## config.mk

```make
export PLATFORM = sky130hd
export DESIGN_NAME = align_1r1wa_rdq
export DESIGN_NICKNAME = d
export VERILOG_FILES = /design/src/rtl/align_rdq_pkg.sv /design/src/rtl/align_rdq_fifo.sv /design/src/rtl/align_1r1wa_rdq.sv
export SDC_FILE = /design/constraint.sdc
export NUM_CORES = 1
export LEC_CHECK = 0
export BUFFER_PORTS_ARGS = -buffer_cell sky130_fd_sc_hd__buf_2
export CAP_MARGIN = 0
export CORE_MARGIN = 5
export CORE_UTILIZATION = 45
export DETAILED_ROUTE_END_ITERATION = 6
export GPL_ROUTABILITY_DRIVEN = 0
export HOLD_SLACK_MARGIN = 0.06
export PLACE_DENSITY = 0.7
export SLEW_MARGIN = 30
export SYNTH_ARGS = -nofsm -noshare
export SYNTH_HDL_FRONTEND = slang
export SYNTH_SLANG_ARGS = --single-unit
```

## constraint.sdc

```tcl
create_clock -name clk -period 2.7 [get_ports clk]
set_input_delay 0.135 -clock clk [delete_from_list [all_inputs] [get_ports clk]]
set_output_delay 0.135 -clock clk [all_outputs]
set_load 0.005 [all_outputs]
```

## src/rtl/align_rdq_pkg.sv

```systemverilog
// Shared types and constant helpers for the align_1r1wa read-request queue.
package align_rdq_pkg;

    typedef enum logic {
        ST_FLUSH = 1'b0,
        ST_RUN   = 1'b1
    } rdq_state_e;

    localparam int FLUSH_W = 4;

    // Bits needed to hold the values 0..n-1 (never less than one bit).
    function automatic int width_of(input int n);
        int w;
        w = 1;
        for (int i = 1; i < 31; i++) begin
            if ((1 << i) < n) w = i + 1;
        end
        return w;
    endfunction

    function automatic int min_depth(input int rd_latency);
        return rd_latency + 2;
    endfunction

endpackage

```

## src/rtl/align_rdq_fifo.sv

```systemverilog
// Return-data FIFO: registered storage, explicit pointer wrap so any depth works,
// occupancy count drives empty/full. Head reads as zero while empty.
module align_rdq_fifo
    import align_rdq_pkg::*;
#(
    parameter int WIDTH     = 32,
    parameter int FIFODEPTH = 4,
    parameter int BITFIFO   = 2,
    localparam int CNT_W    = width_of(FIFODEPTH + 1)
) (
    input  logic             clk,
    input  logic             rst,
    input  logic             i_push,
    input  logic [WIDTH-1:0] i_data,
    input  logic             i_pop,
    output logic [WIDTH-1:0] o_head,
    output logic             o_empty,
    output logic             o_full,
    output logic [CNT_W-1:0] o_count
);

    logic [WIDTH-1:0]   r_mem [FIFODEPTH];
    logic [BITFIFO-1:0] r_wptr;
    logic [BITFIFO-1:0] r_rptr;
    logic [CNT_W-1:0]   r_count;

    function automatic logic [BITFIFO-1:0] ptr_inc(input logic [BITFIFO-1:0] p);
        if (p == BITFIFO'(FIFODEPTH - 1)) return '0;
        return p + BITFIFO'(1);
    endfunction

    always_ff @(posedge clk) begin
        if (i_push) r_mem[r_wptr] <= i_data;
    end

    always_ff @(posedge clk or posedge rst) begin
        if (rst) begin
            r_wptr  <= '0;
            r_rptr  <= '0;
            r_count <= '0;
        end else begin
            if (i_push) r_wptr <= ptr_inc(r_wptr);
            if (i_pop)  r_rptr <= ptr_inc(r_rptr);
            unique case ({i_push, i_pop})
                2'b10:   r_count <= r_count + CNT_W'(1);
                2'b01:   r_count <= r_count - CNT_W'(1);
                default: r_count <= r_count;
            endcase
        end
    end

    assign o_empty = (r_count == '0);
    assign o_full  = (r_count == CNT_W'(FIFODEPTH));
    assign o_count = r_count;
    assign o_head  = o_empty ? '0 : r_mem[r_rptr];

endmodule

```

## src/rtl/align_1r1wa_rdq.sv

```systemverilog
// Read-request front end and return-data queue for the align_1r1wa RAM wrapper.
// Optional return-protocol checker: define ALIGN_RDQ_CHECK_EN.
module align_1r1wa_rdq
    import align_rdq_pkg::*;
#(
    parameter int WIDTH      = 32,
    parameter int BITADDR    = 10,
    parameter int RD_LATENCY = 2,
    parameter int FIFODEPTH  = 4,
    parameter int BITFIFO    = 2
) (
    input  logic               clk,
    input  logic               rst,
    input  logic               req_vld,
    input  logic [BITADDR-1:0] req_adr,
    output logic               req_rdy,
    output logic               ram_read,
    output logic [BITADDR-1:0] ram_rd_adr,
    input  logic               ram_rd_vld,
    input  logic [WIDTH-1:0]   ram_rd_dout,
    output logic               out_vld,
    output logic [WIDTH-1:0]   out_dout,
    input  logic               out_rdy,
    output logic               err
);

    localparam int CNT_W = width_of(FIFODEPTH + 1);

    rdq_state_e         r_state;
    rdq_state_e         w_state_nxt;
    logic [FLUSH_W-1:0] r_flush;
    logic [FLUSH_W-1:0] w_flush_nxt;
    logic [CNT_W-1:0]   r_cnt;

    logic               w_run;
    logic               w_issue;
    logic               w_pop;
    logic               w_rd_ret;
    logic               w_push;
    logic               w_empty;
    logic               w_full;
    logic [CNT_W-1:0]   w_count;

    // The wrapper's return pipeline is not reset, so returns are ignored until
    // RD_LATENCY+1 cycles have passed since reset release.
    always_ff @(posedge clk or posedge rst) begin
        if (rst) begin
            r_state <= ST_FLUSH;
            r_flush <= FLUSH_W'(RD_LATENCY);
        end else begin
            r_state <= w_state_nxt;
            r_flush <= w_flush_nxt;
        end
    end

    always_comb begin
        w_state_nxt = r_state;
        w_flush_nxt = r_flush;
        unique case (r_state)
            ST_FLUSH: begin
                if (r_flush == '0) w_state_nxt = ST_RUN;
                else               w_flush_nxt = r_flush - FLUSH_W'(1);
            end
            ST_RUN: begin
                w_state_nxt = ST_RUN;
            end
            default: begin
                w_state_nxt = ST_FLUSH;
            end
        endcase
    end

    assign w_run      = (r_state == ST_RUN);
    assign req_rdy    = w_run && (r_cnt < CNT_W'(FIFODEPTH));
    assign w_issue    = req_vld && req_rdy;
    assign ram_read   = w_issue;
    assign ram_rd_adr = req_adr;

    assign out_vld  = !w_empty;
    assign w_pop    = out_vld && out_rdy;
    assign w_rd_ret = w_run && ram_rd_vld;
    // Credits make a push into a full, non-popping FIFO impossible; the gate
    // only keeps stored data intact if the wrapper misbehaves.
    assign w_push   = w_rd_ret && (!w_full || w_pop);

    // Credits cover both reads in flight and entries already queued.
    always_ff @(posedge clk or posedge rst) begin
        if (rst) begin
            r_cnt <= '0;
        end else begin
            unique case ({w_issue, w_pop})
                2'b10:   r_cnt <= r_cnt + CNT_W'(1);
                2'b01:   r_cnt <= r_cnt - CNT_W'(1);
                default: r_cnt <= r_cnt;
            endcase
        end
    end

    align_rdq_fifo #(
        .WIDTH     (WIDTH),
        .FIFODEPTH (FIFODEPTH),
        .BITFIFO   (BITFIFO)
    ) u_fifo (
        .clk     (clk),
        .rst     (rst),
        .i_push  (w_push),
        .i_data  (ram_rd_dout),
        .i_pop   (w_pop),
        .o_head  (out_dout),
        .o_empty (w_empty),
        .o_full  (w_full),
        .o_count (w_count)
    );

`ifdef ALIGN_RDQ_CHECK_EN
    logic [15:0]      r_hist;
    logic [15:0]      w_hist_now;
    logic [CNT_W-1:0] r_outst;
    logic             r_err;
    logic             w_err_none;
    logic             w_err_full;
    logic             w_err_order;
    logic             w_chk_fail;

    // Bit k of w_hist_now is the issue from k cycles ago (bit 0 = this cycle).
    assign w_hist_now  = {r_hist[14:0], w_issue};
    assign w_err_none  = w_rd_ret && (r_outst == '0);
    assign w_err_full  = w_rd_ret && (w_count == CNT_W'(FIFODEPTH));
    assign w_err_order = w_run && (w_hist_now[RD_LATENCY] != ram_rd_vld);
    assign w_chk_fail  = w_err_none || w_err_full || w_err_order;

    always_ff @(posedge clk or posedge rst) begin
        if (rst) begin
            r_hist  <= '0;
            r_outst <= '0;
            r_err   <= 1'b0;
        end else begin
            r_hist <= w_hist_now;
            unique case ({w_issue, w_rd_ret})
                2'b10:   r_outst <= r_outst + CNT_W'(1);
                2'b01:   if (r_outst != '0) r_outst <= r_outst - CNT_W'(1);
                default: r_outst <= r_outst;
            endcase
            if (w_chk_fail) r_err <= 1'b1;
        end
    end

    assign err = r_err;

    a_rd_protocol: assert property (@(posedge clk) disable iff (rst) !w_chk_fail)
        else $error("align_1r1wa_rdq: read return protocol violation");
`else
    logic w_unused_count;
    assign w_unused_count = ^w_count;
    assign err = 1'b0;
`endif

endmodule

```

==> impl_metrics.env, run 1 <==
export IMPL_tightest_slew_ps=569
export IMPL_yosysSeqAreaShare_pct=71.7
export IMPL_worstPathArrival_ps=2220
export IMPL_critPathLaunchType="flop"
export IMPL_start_util_pct=46.2
export IMPL_cts_root_buf="clkbuf_16"
export IMPL_h_tree_depth=4
export IMPL_critical_path_class="reg -> out"
export IMPL_fp_dieW_um=124
export IMPL_dp_hpwl_mm=6.59
export IMPL_chipHeight_um=124
export IMPL_cts_resized=0
export IMPL_pin_count=93
export IMPL_syn_num_nets=367
export IMPL_grt_use_total_pct=15.0
export IMPL_grt_pass1_vias=3330
export IMPL_period_share_pct=87.4
export IMPL_io_buffers=71
export IMPL_drv_slew=0
export IMPL_synth_xor_xnor_area_share_pct=0.744
export IMPL_ys_types=40
export IMPL_post_cts_buffers=0
export IMPL_final_cell_mix="128 x edfxtp_1, 71 x buf_2, 33 x dlygate4sd3_1"
export IMPL_layout_area_seq_mm2=0.00422
export IMPL_critPathRequiredTime_ps=2570
export IMPL_clk_path_buf_depth=2
export IMPL_syn_area_per_cell_um2=18.9
export IMPL_drcViolationCount=0
export IMPL_cts_hold_buf=33
export IMPL_clock_latency_ps=410
export IMPL_synth_edf_count=128
export IMPL_synth_seq_cells=143
export IMPL_maxSlewHeadroom_pct=62.0
export IMPL_rsz0062_at_grt="false"
export IMPL_synth_ff_type="edfxtp_1"
export IMPL_synth_mux_area_share_pct=13.7
export IMPL_finalNetCount=471
export IMPL_area_growth_pct=23.6
export IMPL_dp_cells=535
export IMPL_core_mm2=0.0127
export IMPL_vias_per_cell=5.06
export IMPL_grt_pass1_wl_mm=18.1
export IMPL_synth_cells=311
export IMPL_hold_path_class="in -> reg"
export IMPL_final_common_cell="edfxtp_1"
export IMPL_drtPass1Iterations=4
export IMPL_routed_wl_mm=10.8
export IMPL_antenna_found_initial=0
export IMPL_num_rows=41
export IMPL_die_area_mm2=0.0155
export IMPL_maxCapViolCount=0
export IMPL_nFillCells=1007
export IMPL_drt_iter0_markers=200
export IMPL_multi_input_area_mm2=0.00146
export IMPL_syn_area_mm2=0.00588
export IMPL_p_per_area_mw_per_mm2=1050
export IMPL_drive_gt1_share_pct=35.4
export IMPL_cts_tree="done"
export IMPL_worstPathMaxFanout=21
export IMPL_cts_sinks=143
export IMPL_dr_total_vias=3033
export IMPL_grt_max_degree=34
export IMPL_timing_hold_violations_final=0
export IMPL_status="complete, no violations"
export IMPL_antenna_left=0
export IMPL_ys_warn_count=0
export IMPL_p_leak_nw=2.66
export IMPL_vdd_drop_max_uv=485
export IMPL_wire_per_inst_um=18.0
export IMPL_fin_cells=599
export IMPL_setup_viol=0
export IMPL_antenna_cells=0
export IMPL_clk_pin_slew_ps=50
export IMPL_tns_ps=0
export IMPL_cts_buffers=17
export IMPL_synth_compound_area_share_pct=1.70
export IMPL_fmax_mhz=424
export IMPL_synth_simple_gate_area_share_pct=6.30
export IMPL_fin_worst_skew_ps=4.85
export IMPL_fin_crit_ps=2360
export IMPL_worstSetupEndpointType="primary output"
export IMPL_async_flop_share_pct=10.5
export IMPL_synth_top_family_by_area="multiplexers"
export IMPL_grt_overflow=0
export IMPL_synthAdderAreaFrac_pct=2.17
## logic make-up after synthesis
logic type	Yosys count
flops	143
simple gates	61
mux	39
buf+inv	39
compound gates	14
fa+ha+maj	9
xor+xnor	5
other cells	1
## stage by stage
step | setup slack, ps | util [%] | cell area [um2] | power [W] | hold WS, ps
after floorplan | 574 | - | 5880 | 0.00474 | 35.8
after global placement | 640 | 50.4 | 6410 | 0.00557 | 220
after detailed placement | 574 | 50.4 | 6410 | 0.00564 | 238
after CTS | 255 | 57.1 | 7270 | 0.00778 | 82.7
after global routing | 176 | 57.1 | 7270 | 0.00811 | 111
final | 341 | 57.1 | 7270 | 0.00765 | 106
## worst max-delay path, stage by stage (launching register included)
cell and delay [ps]:
dfrtp_2 680, buf_12 280, mux4_2 540, and2_1 190, buf_2 130
## area by class of cell
cell class	count	area share (%)
Clock inverter	14	1.41
Tap cell	172	2.96
Multi-Input combinational cell	129	20.0
Timing Repair Buffer	111	11.0
Inverter	13	0.671
Sequential cell	143	58.1
Clock buffer	17	5.85
## synth_stat cells (all sizes together), types with 3 or more instances
library cell  count  area share [%]
nand2             4            0.26
mux2              5             1.1
xor2              3            0.45
clkbuf            6            0.38
edfxtp          128              65
inv              13            0.83
nor3              3            0.26
buf              20             2.4
ha                7             1.5
and2             37             4.0
o21ai             4            0.34
mux4             32              12
dfrtp            14             6.0
nor2              5            0.32
## routing by layer
metal	up-vias	routed length, um	global-route usage [%]
li1	1398	-	-
met1	1536	4710	19.0
met2	88	5410	24.6
met3	11	549	5.40
met4	0	101	3.93
met5	-	0	0
## final timing paths
check | start | endpoint | slack [ps] | cells past startpoint
setup / recovery | u_fifo.r_rptr[0] | out_dout[15] | 340 | 4
hold reg to reg | r_cnt[2] | r_cnt[2] | 470 | 1
max in group asynchronous | rst | u_fifo.r_rptr[0] | 1960 | 3
hold / removal | out_rdy | u_fifo.o_count[2] | 110 | 2
min in group asynchronous | rst | u_fifo.o_count[0] | 340 | 3
setup reg to reg | u_fifo.o_count[0] | u_fifo.o_count[2] | 570 | 7
## where the power goes
group	switching [W]	internal [W]	total (W)	leakage (nW)
combinational	0.00107	0.00133	0.00240	1.05
clock	0.000828	0.00124	0.00207	0.258
sequential	0.000274	0.00291	0.00319	1.35
total	0.00217	0.00548	0.00765	2.66
## state kept, by name (all words and copies together) (netlist names)
name            count
r_cnt               3
r_flush             4
r_state             1
u_fifo.o_count      3
u_fifo.r_mem      128
u_fifo.r_rptr       2
u_fifo.r_wptr       2
(Power assumes the default switching activity.)
==> run 2: changes to the inputs <==
CORE_UTILIZATION = 55   (was 45)
PLACE_DENSITY = 0.82   (was 0.7)
SYNTH_HIERARCHICAL = 1   (was unset)
==> impl_metrics.env, run 2 <==
export IMPL_drtPass1Iterations=4
export IMPL_power_frac_comb_pct=29.2
export IMPL_path_cells="buf_12 -> mux4_2 -> nor2b_1 -> buf_2"
export IMPL_dp_hpwl_mm=5.86
export IMPL_reg2reg_setup_slack_ps=470
export IMPL_reg_top3="u_fifo/r_mem: 128 flops, r_flush: 4 flops"
export IMPL_critical_path_class="reg -> out"
export IMPL_largest_reg_flops=128
export IMPL_p_int_w=0.00532
export IMPL_critPathBufInv=2
export IMPL_synth_seq_cells=143
export IMPL_pwr_share_clk_pct=28.3
export IMPL_period_share_pct=85.4
export IMPL_grt_pass1_vias=3175
export IMPL_ys_types=31
export IMPL_die_area_mm2=0.0127
export IMPL_worstPathArrival_ps=2170
export IMPL_tightest_slew_ps=909
export IMPL_largest_register="u_fifo/r_mem"
export IMPL_timing_rr_start="u_fifo/o_count[0]"
export IMPL_drt_iter0_markers=153
export IMPL_core_mm2=0.0103
export IMPL_clk_path_buf_depth=2
export IMPL_dp_cells=484
export IMPL_wire_per_inst_um=18.2
export IMPL_whs_path_depth=4
export IMPL_clk_pin_slew_ps=60
export IMPL_status="complete, no violations"
export IMPL_fp_dieW_um=113
export IMPL_ys_top_cells_by_area="edfxtp_1 66%, mux4_2 12%, dfrtp_1 6.0%"
export IMPL_synth_edf_count=128
export IMPL_num_rows=37
export IMPL_clock_latency_ps=500
export IMPL_cts_buffers=17
export IMPL_hp_start="ram_rd_vld"
export IMPL_p_leak_nw=2.61
export IMPL_antenna_found_initial=0
export IMPL_setup_viol=0
export IMPL_synthTopCellsByCount="128 x edfxtp_1, 33 x nor2b_1, 32 x mux4_2, 18 x inv_1, 14 x dfrtp_1"
export IMPL_final_common_cell="edfxtp_1"
export IMPL_rsz0062_at_grt="false"
export IMPL_ys_warn_count=6
export IMPL_syn_area_mm2=0.00580
export IMPL_power_frac_seq_pct=42.6
export IMPL_fin_cells=549
export IMPL_worstSetupEndpointType="primary output"
export IMPL_chipHeight_um=113
export IMPL_cts_tree="done"
export IMPL_critPathLaunchType="flop"
export IMPL_grt_use_total_pct=16.7
export IMPL_cts_root_buf="clkbuf_8"
export IMPL_drcViolationCount=0
export IMPL_path_delay_family="flip-flops"
export IMPL_fin_crit_ps=2310
export IMPL_async_flop_share_pct=10.5
export IMPL_critPathRequiredTime_ps=2570
export IMPL_vdd_drop_max_uv=603
export IMPL_start_util_pct=56.1
export IMPL_maxSlewHeadroom_pct=39.4
export IMPL_crit_slowest_cell="dfrtp_2"
export IMPL_synthDominantCellAreaShare_pct=66.3
export IMPL_drive_gt1_share_pct=36.3
export IMPL_vias_per_cell=5.26
export IMPL_yosysSeqAreaShare_pct=72.8
export IMPL_netSwitchingPower_w=0.00217
export IMPL_fmax_mhz=433
export IMPL_area_growth_pct=22.5
export IMPL_post_cts_buffers=0
export IMPL_fin_worst_skew_ps=8.01
export IMPL_syn_area_per_cell_um2=19.6
export IMPL_synth_top_area_cell="edfxtp_1"
export IMPL_tns_ps=0
export IMPL_grt_overflow=0
export IMPL_synth_cells=295
export IMPL_hold_path_class="in -> reg"
export IMPL_dr_total_vias=2889
export IMPL_cpPeakStageDelay_ps=570
export IMPL_grt_pass1_wl_mm=16.2
export IMPL_final_cell_mix="128 x edfxtp_1, 71 x buf_2, 33 x nor2b_1, 33 x dlygate4sd3_1, 32 x mux4_2"
export IMPL_pin_count=93
export IMPL_whs_endpoint="u_fifo/r_wptr[1]"
export IMPL_h_tree_depth=4
export IMPL_drv_slew=0
export IMPL_maxCapViolCount=0
export IMPL_grt_max_degree=35
export IMPL_r2r_end="u_fifo/o_count[2]"
export IMPL_switching_share_pct=28.9
export IMPL_routed_wl_mm=9.99
export IMPL_cts_sinks=143
export IMPL_worstPathMaxFanout=21
export IMPL_p_per_area_mw_per_mm2=1060
export IMPL_timing_hold_violations_final=0
export IMPL_antenna_cells=0
export IMPL_synth_ff_type="edfxtp_1"
export IMPL_io_buffers=71
export IMPL_worst_r2r_path_depth=11
export IMPL_antenna_left=0
export IMPL_finalNetCount=457
export IMPL_syn_num_nets=352
export IMPL_synth_most_common_cell="edfxtp_1"
## run 2: worst max path at each step
stage,start,end,depth (start not counted)
after global routing,u_fifo/r_rptr[0],out_dout[18],4
after CTS,u_fifo/r_rptr[0],out_dout[18],4
after global placement,u_fifo/o_count[0],u_fifo/o_count[2],11
after floorplan,u_fifo/o_count[0],u_fifo/o_count[2],11
after detailed placement,u_fifo/o_count[0],u_fifo/o_count[2],11
final,u_fifo/r_rptr[0],out_dout[18],4
## run 2: cell type report
cell class	count	area, um2
Fill cell	674	3230
Multi-Input combinational cell	112	1360
Sequential cell	143	4220
Clock inverter	15	135
Timing Repair Buffer	108	728
Inverter	18	67.6
Clock buffer	17	414
Tap cell	136	170
## run 2: cell families after synthesis
family / count (synthesis) / share of synthesized area [%]
fa+ha+maj: 10 / 2.42
compound gates: 5 / 0.561
xor+xnor: 7 / 1.06
other cells: 1 / 0.0647
flops: 143 / 72.8
buf+inv: 40 / 3.91
simple gates: 51 / 5.68
mux: 38 / 13.5
## run 2: per-stage QoR
step	hold WS [ps]	instance area, um2	total power, W	setup slack (ps)	utilization, %
2_1_floorplan	-61.6	5800	0.00463	153	-
3_3_place_gp	88.3	6220	0.00534	594	60.2
3_5_place_dp	94.3	6220	0.00542	461	60.2
4_1_cts	68.3	7100	0.00759	337	68.7
5_1_grt	87.7	7100	0.00795	229	68.7
6_report	88.2	7100	0.00749	393	68.7
## run 2: what timing repair did
action / in CTS / in global routing
resized for setup: 0 / 0
hold buffers: 33 / 0
endpoints found under the hold margin: 143 / 0
## run 2: tightest hold or removal path: stages
cell,delay [ps]
buf_2,100
o211a_1,170
nand2_1,80
o21ai_0,70
## run 2: power by group through the flow
stage / clock network (W) / registers [W] / logic [W]
floorplan: 0 / 0.00304 / 0.00159
global placement: 0 / 0.00320 / 0.00214
detailed placement: 0 / 0.00324 / 0.00218
CTS: 0.00215 / 0.00320 / 0.00224
global route: 0.00228 / 0.00324 / 0.00243
finish: 0.00212 / 0.00319 / 0.00218
## run 2: routing by layer
| layer | up-vias | wire (um) | GRT usage [%] |
|---|---|---|---|
| met2 | 81 | 5120 | 28.3 |
| met1 | 1476 | 4300 | 20.7 |
| met4 | 0 | 71 | 4.97 |
| li1 | 1323 | - | - |
| met5 | - | 0 | 0 |
| met3 | 9 | 501 | 5.39 |
